## config.mk

```make
export PLATFORM = sky130hd
export DESIGN_NAME = fetch_unit_flat
export DESIGN_NICKNAME = d
export VERILOG_FILES = /design/src/rtl/risc_pkg.sv /design/src/rtl/fetch_unit_if.sv /design/src/rtl/pc_counter.sv /design/src/rtl/fetch_unit.sv /design/src/flat_wrapper.sv
export SDC_FILE = /design/constraint.sdc
export NUM_CORES = 1
export LEC_CHECK = 0
export BUFFER_PORTS_ARGS = -buffer_cell sky130_fd_sc_hd__buf_2
export CAP_MARGIN = 20
export CORE_MARGIN = 2
export CORE_UTILIZATION = 52
export DETAILED_ROUTE_END_ITERATION = 10
export GPL_ROUTABILITY_DRIVEN = 0
export PLACE_DENSITY = 0.81
export SETUP_SLACK_MARGIN = 0.3
export SLEW_MARGIN = 20
export SYNTH_ARGS = -nofsm -noshare
export SYNTH_HDL_FRONTEND = slang
export SYNTH_HIERARCHICAL = 1
export SYNTH_SLANG_ARGS = --single-unit
```

## constraint.sdc

```tcl
create_clock -name clk -period 2.6 [get_ports clk]
set_clock_uncertainty 0.2 [all_clocks]
set_input_delay 0.52 -clock clk [delete_from_list [all_inputs] [get_ports clk]]
set_output_delay 0.52 -clock clk [all_outputs]
set_load 0.01 [all_outputs]
```

## src/rtl/risc_pkg.sv

```systemverilog
// Shared definitions for the fetch path: word width, fetch FSM encoding
// and the default reset PC.
package risc_pkg;

  localparam int WORD_W = 16;

  typedef logic [WORD_W-1:0] word_t;

  localparam word_t DEFAULT_RESET_PC = 16'h0000;

  typedef enum logic [1:0] {
    IDLE    = 2'd0,
    FETCH   = 2'd1,
    HOLD    = 2'd2,
    DISCARD = 2'd3
  } fetch_state_t;

endpackage

```

## src/rtl/fetch_unit_if.sv

```systemverilog
// Instruction-memory read port. The fetch unit is the master: it raises
// imem_req with imem_addr and waits for imem_ack with imem_data.
interface fetch_unit_if;
  import risc_pkg::*;

  logic  imem_req;
  word_t imem_addr;
  logic  imem_ack;
  word_t imem_data;

  modport master (
    output imem_req,
    output imem_addr,
    input  imem_ack,
    input  imem_data
  );

  modport slave (
    input  imem_req,
    input  imem_addr,
    output imem_ack,
    output imem_data
  );

endinterface

```

## src/rtl/pc_counter.sv

```systemverilog
// Program counter register: synchronous load or increment, async reset.
// A load wins over an increment in the same cycle.
module pc_counter
  import risc_pkg::*;
#(
  parameter word_t RESET_PC = DEFAULT_RESET_PC
) (
  input  logic  clk,
  input  logic  rst,
  input  logic  load,
  input  logic  inc,
  input  word_t load_value,
  output word_t pc
);

  // PC update: reset, then redirect, then sequential advance (wraps at 2^16)
  // NOTE: sequential state uses non-blocking assignments so every flop
  // samples pre-edge values regardless of statement order.
  always_ff @(posedge clk or posedge rst) begin
    if (rst) begin
      pc <= RESET_PC;
    end else if (load) begin
      pc <= load_value;
    end else if (inc) begin
      pc <= pc + 16'd1;
    end
  end

endmodule

```

## src/rtl/fetch_unit.sv

```systemverilog
// Instruction fetch unit. Holds a request at the current PC until the
// memory acknowledges, hands the word to decode with its address and the
// sequential next PC, freezes while decode stalls, and redirects on taken
// branches. A branch that interrupts an outstanding request parks in
// DISCARD so the late ack for the old address is swallowed.
module fetch_unit
  import risc_pkg::*;
#(
  parameter word_t RESET_PC = DEFAULT_RESET_PC
) (
  input  logic  clk,
  input  logic  rst,
  fetch_unit_if.master imem,
  input  logic  branch_taken,
  input  word_t branch_target,
  input  logic  stall,
  output word_t instr,
  output word_t instr_pc,
  output word_t pc_plus1,
  output logic  instr_valid
);

  fetch_state_t state, state_next;
  word_t        pc;
  word_t        discard_addr;
  logic         req;
  logic         capture;
  logic         pc_load;
  logic         pc_inc;
  logic         to_discard;

  pc_counter #(
    .RESET_PC (RESET_PC)
  ) u_pc (
    .clk        (clk),
    .rst        (rst),
    .load       (pc_load),
    .inc        (pc_inc),
    .load_value (branch_target),
    .pc         (pc)
  );

  // While draining a cancelled request the bus must keep the old address;
  // everywhere else the request address is the live PC.
  assign imem.imem_req  = req;
  assign imem.imem_addr = (state == DISCARD) ? discard_addr : pc;

  // Next-state and control decode; branch outranks both ack and stall
  // NOTE: every signal gets a default before the case so no path leaves
  // one unassigned, which would otherwise infer a latch.
  always_comb begin
    state_next = state;
    req        = 1'b0;
    capture    = 1'b0;
    pc_load    = 1'b0;
    pc_inc     = 1'b0;
    to_discard = 1'b0;
    unique case (state)
      IDLE: begin
        state_next = FETCH;
        pc_load    = branch_taken;
      end
      FETCH: begin
        // No new request while a valid word is still waiting on decode.
        req = !(instr_valid && stall);
        if (branch_taken) begin
          pc_load = 1'b1;
          if (req && !imem.imem_ack) begin
            state_next = DISCARD;
            to_discard = 1'b1;
          end
        end else if (req && imem.imem_ack) begin
          capture = 1'b1;
          pc_inc  = 1'b1;
        end else if (instr_valid && stall) begin
          state_next = HOLD;
        end
      end
      HOLD: begin
        if (branch_taken) begin
          pc_load    = 1'b1;
          state_next = FETCH;
        end else if (!stall) begin
          state_next = FETCH;
        end
      end
      DISCARD: begin
        req     = 1'b1;
        pc_load = branch_taken;
        if (imem.imem_ack) begin
          state_next = FETCH;
        end
      end
      default: state_next = IDLE;
    endcase
  end

  // State register
  always_ff @(posedge clk or posedge rst) begin
    if (rst) begin
      state <= IDLE;
    end else begin
      state <= state_next;
    end
  end

  // Remember the address of the request being cancelled
  always_ff @(posedge clk or posedge rst) begin
    if (rst) begin
      discard_addr <= RESET_PC;
    end else if (to_discard) begin
      discard_addr <= pc;
    end
  end

  // Decode-facing output register: load on capture, clear on consume/redirect
  always_ff @(posedge clk or posedge rst) begin
    if (rst) begin
      instr       <= '0;
      instr_pc    <= '0;
      pc_plus1    <= '0;
      instr_valid <= 1'b0;
    end else if (capture) begin
      instr       <= imem.imem_data;
      instr_pc    <= pc;
      pc_plus1    <= pc + 16'd1;
      instr_valid <= 1'b1;
    end else if (branch_taken || !stall) begin
      instr_valid <= 1'b0;
    end
  end

endmodule

```

## src/flat_wrapper.sv

```systemverilog
// flat-port wrapper written by rule: the top's interface ports become plain ports
module fetch_unit_flat import risc_pkg::*;
#(
  parameter word_t RESET_PC = DEFAULT_RESET_PC
)
  (clk, rst, branch_taken, branch_target, stall, instr, instr_pc, pc_plus1, instr_valid, imem_imem_req, imem_imem_addr, imem_imem_ack, imem_imem_data);
  fetch_unit_if imem_i ();
  input  logic clk;
  input  logic rst;
  input  logic branch_taken;
  input  word_t branch_target;
  input  logic stall;
  output word_t instr;
  output word_t instr_pc;
  output word_t pc_plus1;
  output logic instr_valid;
  output wire logic [$bits(imem_i.imem_req)-1:0] imem_imem_req;
  output wire logic [$bits(imem_i.imem_addr)-1:0] imem_imem_addr;
  input wire logic [$bits(imem_i.imem_ack)-1:0] imem_imem_ack;
  input wire logic [$bits(imem_i.imem_data)-1:0] imem_imem_data;
  assign imem_imem_req = imem_i.imem_req;
  assign imem_imem_addr = imem_i.imem_addr;
  assign imem_i.imem_ack = imem_imem_ack;
  assign imem_i.imem_data = imem_imem_data;
  fetch_unit #(.RESET_PC(RESET_PC)) u_core (.clk(clk), .rst(rst), .imem(imem_i), .branch_taken(branch_taken), .branch_target(branch_target), .stall(stall), .instr(instr), .instr_pc(instr_pc), .pc_plus1(pc_plus1), .instr_valid(instr_valid));
endmodule
```

# After elaboration in Yosys (flattened, before gate mapping)
# Cells that the tools add are included.
[totals]
input_bits = 37
wordCells = 51
output_inout_bits = 66
ff_bits = 83
[classes]
n_mux = 22
eq_ne = 8
n_addsub = 1
reduce_logical = 13
[op_table]
columns = ["operator", "n"]
rows = [
  ["16-bit 2-to-1 mux", 3],
  ["16-bit by 1-bit adder with 16-bit output, second input constant", 1],
  ["2-bit 2-to-1 mux", 7],
  ["1-bit 2-to-1 mux", 9],
  ["2-bit one-hot mux with 4 select lines", 1],
  ["3-bit by 2-bit != test with 1-bit output, second input constant", 2],
  ["3-bit != test, second input constant", 2],
  ["5-bit AND reduction", 1],
  ["2-bit equality test, second input constant", 2],
  ["1-bit one-hot mux with 2 select lines", 2],
  ["2-bit nonzero test", 2],
  ["2-bit OR reduction", 2],
  ["1-bit logical AND", 3],
  ["1-bit zero test", 3],
  ["2-bit by 1-bit equality test with 1-bit output, second input constant", 1],
  ["2-bit zero test", 1],
  ["2-bit != test, second input constant", 1],
  ["1-bit logical OR", 1],
]

# Logic depth before layout (Yosys ltp)
# Gate-level depths: netlist of the first run.
[logic_depth]
word_depth = 8
mapped_depth = 9
depth_no_buf = 7

# Cells and area by module
# The synthesis of the first run kept the hierarchy.
[modules_own_cells]
columns = ["mod", "cells_each", "instances", "seq_area_each_um2", "area_each_um2"]
rows = [
  ["fetch_unit", 301, 1, 1676.6, 3035.4],
  ["pc_counter", 101, 1, 400.4, 917.1],
]

# Worst setup path before layout of the first run
# OpenSTA, ideal clock, no wires.
[synth_timing]
path_type = "input to register"
startpoint = "in imem_imem_ack"
endpoint = "reg u_core.u_pc.pc[13]"
setup_time_ps = 127
path_stages = 9
t_arrival_ps = 2106
slack_ps = 167
path_buffers = 2
cell_sequence = "nor2b_1 > nand4b_1 > inv_1 > clkbuf_1 > buf_2 > nand3_1 > nor3_1 > mux2i_1 > nand3_1"
[synth_between]
elab_chain_cells = 5
[synth_rtl]
columns = ["element", "line", "source"]
rows = [
  ["start: declaration", "flat_wrapper.sv:19", "input wire logic [$bits(imem_i.imem_ack)-1:0] imem_imem_ack;"],
  ["1-bit logical AND", "fetch_unit.sv:72", "end else if (req && imem.imem_ack) begin"],
  ["1-bit 2-to-1 mux (3 in series)", "--", ""],
  ["named net u_core.capture", "fetch_unit.sv:27", "logic capture;"],
  ["2-bit nonzero test (no source line)", "--", ""],
  ["end signal: assignment", "pc_counter.sv:23", "pc <= load_value;"],
  ["end signal: assignment", "pc_counter.sv:25", "pc <= pc + 16'd1;"],
  ["end: declaration", "pc_counter.sv:13", "output word_t pc"],
]
# The timed path passes the listed nets, and every way through them passes these cells.
# A chain may end at the register's enable or synchronous reset.

# Worst setup path in the final report of the first run
[layout_timing]
startpoint = "reg u_core.state[0]"
endpoint = "out imem_imem_addr[4]"
[layout_between]
elab_chain_cells = 2
[layout_rtl]
columns = ["element", "line", "source"]
rows = [
  ["start: declaration", "fetch_unit.sv:23", "fetch_state_t state, state_next;"],
  ["start signal: assignment", "fetch_unit.sv:103", "state <= state_next;"],
  ["2-bit equality test", "fetch_unit.sv:46", "assign imem.imem_addr = (state == DISCARD) ? discard_addr : pc;"],
  ["16-bit 2-to-1 mux", "fetch_unit.sv:46", ""],
  ["end: declaration", "flat_wrapper.sv:18", "output wire logic [$bits(imem_i.imem_addr)-1:0] imem_imem_addr;"],
]
# Every way passes these cells.

==> results of run 1 <==
-- area by class of cell --
cell class | instances | area, um2
multi-input combinational | 291 | 1767
sequential | 83 | 2079
clock buffer | 11 | 131.4
clock inverter | 5 | 30.03
inverter | 10 | 41.29
fill | 640 | 2516
timing repair buffer | 111 | 603.1
tap | 99 | 123.9
-- through the flow --
stage | instances | cell area, um2 | hold slack [ns] | utilization (%)
finish | 610 | 4776 | 0.05968 | 65.49
detailed placement | 592 | 4584 | 0.2575 | 62.87
CTS | 610 | 4776 | 0.06727 | 65.49
floorplan | 402 | 3963 | 0.2337 | -
global route | 610 | 4776 | 0.1107 | 65.49
global placement | 592 | 4584 | 0.2511 | 62.87
-- state kept, by name (all words and copies together), names as in the netlist --
name                 count
u_core/u_pc/pc          16
u_core/instr_pc         16
u_core/instr            16
u_core/pc_plus1         16
u_core/discard_addr     16
u_core/instr_valid       1
u_core/state             2
-- layout by cell type (no fill, tap or decap), types with 3 or more instances in the layout --
master / synthesis / final
mux2i_1: 3 / 3
o21ai_0: 26 / 26
mux2_2: 32 / 32
nand4_1: 5 / 5
nand3_1: 8 / 8
nor2b_1: 6 / 6
nor2_1: 5 / 5
xnor2_1: 21 / 21
clkinvlp_4: 0 / 3
xor2_1: 6 / 6
nand2_1: 139 / 139
buf_4: 0 / 7
o21ai_1: 7 / 7
buf_2: 7 / 102
inv_1: 10 / 9
nor3_1: 8 / 7
clkinv_2: 0 / 3
clkbuf_8: 0 / 9
dfrtp_1: 83 / 81
nor4_2: 7 / 7
-- metal layers --
| layer | vias to the layer above | routed length [um] | track usage [%] |
|---|---|---|---|
| met2 | 106 | 4172 | 36.36 |
| met5 | - | 0 | 0 |
| met3 | 12 | 520 | 3.983 |
| li1 | 1540 | - | - |
| met4 | 0 | 137 | 8.586 |
| met1 | 1510 | 4065 | 30.72 |
-- power groups by stage --
stage	logic, mW	clock network [mW]	registers (mW)
after global placement	0.955	0	1.83
after detailed placement	0.980	0	1.85
after CTS	0.999	0.819	1.82
after global routing	1.09	0.868	1.86
final	0.983	0.796	1.82
after floorplan	0.492	0	1.90
-- worst paths after layout --
path,end,slack (ns),cells past startpoint
max in group asynchronous,u_core/pc_plus1[7],1.56,3
min in group clk,u_core/instr[12],0.16,3
worst max-delay path,imem_imem_addr[4],0.36,4
worst min-delay path,u_core/discard_addr[6],0.06,2
worst min register to register,u_core/instr_pc[12],0.28,2
worst max register to register,u_core/u_pc/pc[14],0.42,7
-- cell families (layout without fill, tap and decap cells) --
kind of cell	Yosys count	in the layout	share of synthesized area, %
flip-flops	83	83	52.55
adder cells (fa/ha/maj)	2	2	0.6330
AO/OA/AOI/OAI	39	39	5.413
buffers and inverters	28	137	2.881
XOR/XNOR	27	27	5.983
multiplexers	35	35	9.877
AND/OR/NAND/NOR	188	188	22.67
-- timing repair --
| item | 4_1_cts | 5_1_grt |
|---|---|---|
| endpoints found under the setup margin | 16 | 0 |
| resized for setup | 5 | 0 |
| setup buffers | 2 | 0 |
==> impl_metrics.tcl, run 1 <==
set metrics [dict create \
    cts_hold_buf 0 \
    dieArea_mm2 0.008315 \
    synth_edf_count 0 \
    antenna_found_initial 0 \
    grt_pass1_vias 3192 \
    clock_sinks 83 \
    worstPathArrival_ns 1.52 \
    critPathMaxStageDelay_ns 0.41 \
    yosysMostFrequentCell "nand2_1" \
    syn-num-nets 441 \
    viasPerCell 5.193 \
    layout_worst_path_cycle_share_pct 86.15 \
    pre_cts_slack_ns 0.2608 \
    syn_inst 402 \
    grt_pass1_wl_um 15040 \
    cts_tree "yes" \
    period_minus_slack_ns 2.240 \
    yosysWarnings 6 \
    tritoncts.num_buffers 9 \
    hold_viol_final 0 \
    drtAntennaViolNets 0 \
    switchingPower_mw 1.199 \
    final.setup.tns_ns 0 \
    drc_errors 0 \
    slew_viol_final 0 \
    avgSynthCellArea_um2 9.832 \
    drt_first_pass_iters 4 \
    ys_seq_elements 83 \
    port_buffers 102 \
    clockBufferDepth 2 \
    num_antenna_cells 0 \
    crit_start "u_core/state[0]" \
    gr-total-overflow 0 \
    cellInternalPower_mw 2.396 \
    synth_ff_type "dfrtp_1" \
    worstSetupPathType "reg -> out" \
    layout_setup_ws_ns 0.3600 \
    p_total_mw 3.595 \
    htree_levels 3 \
    clk_pin_slew_ns 0.08 \
    cp.buffers_inverters 2 \
    grt_start_max_net_pins 66 \
    p_seq_share_pct 50.5 \
    wl_per_cell_um 14.58 \
    num_vias 3168 \
    root_buffer "clkbuf_8" \
    ys_top_cells_by_count "nand2_1 (139), dfrtp_1 (83), mux2_2 (32)" \
    comb_power_share_pct 27.3 \
    crit_fanout 16 \
    r2r_start "u_core/state[1]" \
    required_ns 1.88 \
    finalSetupViolations 0 \
    worst_setup_path_end_kind "output port" \
    fmax_mhz 446.4 \
    yosysTopAreaCell "dfrtp_1" \
    die_h_um 91.19 \
    synthDominantCellAreaShare_pct 52.55 \
    cap_violations 0 \
    area_growth_syn_to_layout_pct 20.83 \
    relSlewSlack_pct 56.67 \
    dp_hpwl_um 6155 \
    clock_latency_ns 0.34 \
    die_x_um 91.19 \
    rows 31 \
    p_sw_share_pct 33.34 \
    worst_pin_slew_ns 0.6486 \
    clockPowerShare_pct 22.1 \
    wirelength_um 8896 \
    path_cells "nand2_1 -> buf_12 -> mux2_2 -> buf_2" \
    rsz0062_at_grt "no" \
    ys_seq_area_share_pct 52.55 \
    crit_family "flip-flops" \
    core_mm2 0.007292 \
    p_leak_nw 2.317 \
    crit_path_start_kind "flop" \
    initial_core_util_pct 54.20 \
    finalNetCount 545 \
    slowest_stage "dfrtp_2" \
    grt_usage_pct 22.61 \
    min-delay-path-class "in -> async" \
    vdd_drop_max_uv 358.2 \
    ys_types 31 \
    io_pins 103 \
    yosys-top-cells-area "dfrtp_1 (53%), nand2_1 (13%), mux2_2 (9.1%)" \
    drive_above_1_share_pct 34.25 \
    run_status "finished, final reports clean" \
    ys_async_sr_fraction_pct 100.0 \
    syn_area_mm2 0.003953 \
    powerDensity_mw_per_mm2 752.6 \
    drt_iter0_markers 220 \
]
Note: power is estimated with default switching activity, not from simulation.
==> run 2: changes to the inputs <==
MAX_ROUTING_LAYER = met4   (was not set)
==> impl_metrics.tcl, run 2 (synthesis results as in run 1) <==
set metrics [dict create \
    fin_cells 610 \
    final.setup.tns_ns 0 \
    r2r_start "u_core/state[1]" \
    initial_core_util_pct 54.20 \
    relSlewSlack_pct 56.87 \
    period_minus_slack_ns 2.244 \
    gr-total-overflow 0 \
    num_antenna_cells 0 \
    required_ns 1.88 \
    grt_start_max_net_pins 66 \
    viasPerCell 5.200 \
    area_growth_syn_to_layout_pct 20.83 \
    dieArea_mm2 0.008315 \
    grt_usage_pct 23.27 \
    drc_errors 0 \
    fin_area_mm2 0.004776 \
    vdd_drop_max_uv 361.8 \
    root_buffer "clkbuf_8" \
    run_status "finished, final reports clean" \
    p_leak_nw 2.317 \
    worstSetupPathType "reg -> out" \
    worst_setup_path_end_kind "output port" \
    antenna_found_initial 0 \
    worstPathArrival_ns 1.52 \
    powerDensity_mw_per_mm2 753.5 \
    tritoncts.num_buffers 9 \
    min-delay-path-class "in -> async" \
    wirelength_um 8940 \
    layout_worst_path_cycle_share_pct 86.30 \
    final_common_cell "nand2_1" \
    worst_pin_slew_ns 0.6455 \
    core_mm2 0.007292 \
    cp-endpoint "imem_imem_addr[4]" \
    wl_per_cell_um 14.66 \
    io_pins 103 \
    clock_latency_ns 0.35 \
    hold_viol_final 0 \
    placed_area_mm2 0.004584 \
    ff2ff_setup_slack_ns 0.40 \
    crit_fanout 16 \
    dp_cells 592 \
    drive_above_1_share_pct 34.25 \
    rows 31 \
    crit_start "u_core/state[0]" \
    num_vias 3172 \
    drtAntennaViolNets 0 \
    fillCellCount 640 \
    clk_pin_slew_ns 0.08 \
    dp_hpwl_um 6155 \
    cts_hold_buf 0 \
    grt_pass1_wl_um 15030 \
    timing.rr.end "u_core/u_pc/pc[14]" \
    rsz0062_at_grt "no" \
    grt_pass1_vias 3198 \
    cap_violations 0 \
    cts_tree "yes" \
    clockBufferDepth 2 \
    reg2regPathDepth 7 \
    fin_util_pct 65.49 \
    final_cell_mix "nand2_1 (139), buf_2 (102), dfrtp_1 (81)" \
    slew_viol_final 0 \
    crit_path_start_kind "flop" \
    port_buffers 102 \
    finalNetCount 545 \
    clock_sinks 83 \
    drt_iter0_markers 234 \
    die_x_um 91.19 \
    fmax_mhz 445.7 \
    die_h_um 91.19 \
    p_total_mw 3.598 \
    htree_levels 3 \
    finalSetupViolations 0 \
    drt_first_pass_iters 4 \
]
[run 2: cell counts in the layout (fill, tap and decap cells not counted)]
Identical to the previous run, type by type.
[run 2: timing repair]
| action | CTS | global route |
|---|---|---|
| endpoints found under the setup margin | 16 | 0 |
| resized for setup | 5 | 0 |
| buffers inserted | 2 | 0 |
| hold endpoints to repair | 0 | 0 |
[run 2: worst max-delay path, cell delays in order, from the launching register on]
cell     delay [ns]
dfrtp_2        0.41
nand2_1        0.10
buf_12         0.16
mux2_2         0.35
buf_2          0.14
[run 2: worst min path at each step]
stage	start	end	slack, ns
floorplan	rst	u_core/u_pc/pc[0]	0.23
global placement	u_core/instr[14]	u_core/instr[14]	0.25
detailed placement	u_core/instr_pc[12]	u_core/instr_pc[12]	0.26
CTS	rst	u_core/discard_addr[10]	0.07
global route	rst	u_core/discard_addr[1]	0.11
finish	rst	u_core/discard_addr[6]	0.05
[run 2: power by group]
part	leakage (nW)	total [mW]	switching, mW	internal, mW
clock network	0.0791	0.799	0.456	0.343
registers	1.02	1.82	0.224	1.59
logic	1.22	0.984	0.522	0.461
[run 2: final cells by class]
class                           instances  area [um2]  area share (%)
Multi-Input combinational cell        291        1767           36.99
Tap cell                               99       123.9           2.594
Clock inverter                          5       30.03          0.6288
Timing Repair Buffer                  111       603.1           12.63
Clock buffer                           11       131.4           2.751
Sequential cell                        83        2079           43.54
Inverter                               10       41.29          0.8646
[run 2: per-stage QoR]
step | worst slack (ns) | hold WS, ns
after floorplan | 0.3244 | 0.2337
after global placement | 0.3885 | 0.2511
after detailed placement | 0.2608 | 0.2575
after CTS | 0.3381 | 0.06727
after global routing | 0.3089 | 0.1108
final | 0.3562 | 0.05460
[run 2: routing by layer]
| layer | part of all wire, % | vias to the layer above | wire (um) | GRT usage (%) |
|---|---|---|---|---|
| met2 | 47 | 112 | 4185 | 36.36 |
| met5 | 0 | - | 0 | - |
| met1 | 46 | 1501 | 4114 | 30.77 |
| met3 | 5.5 | 15 | 488 | 3.983 |
| li1 | - | 1544 | - | - |
| met4 | 1.7 | 0 | 151 | 8.586 |
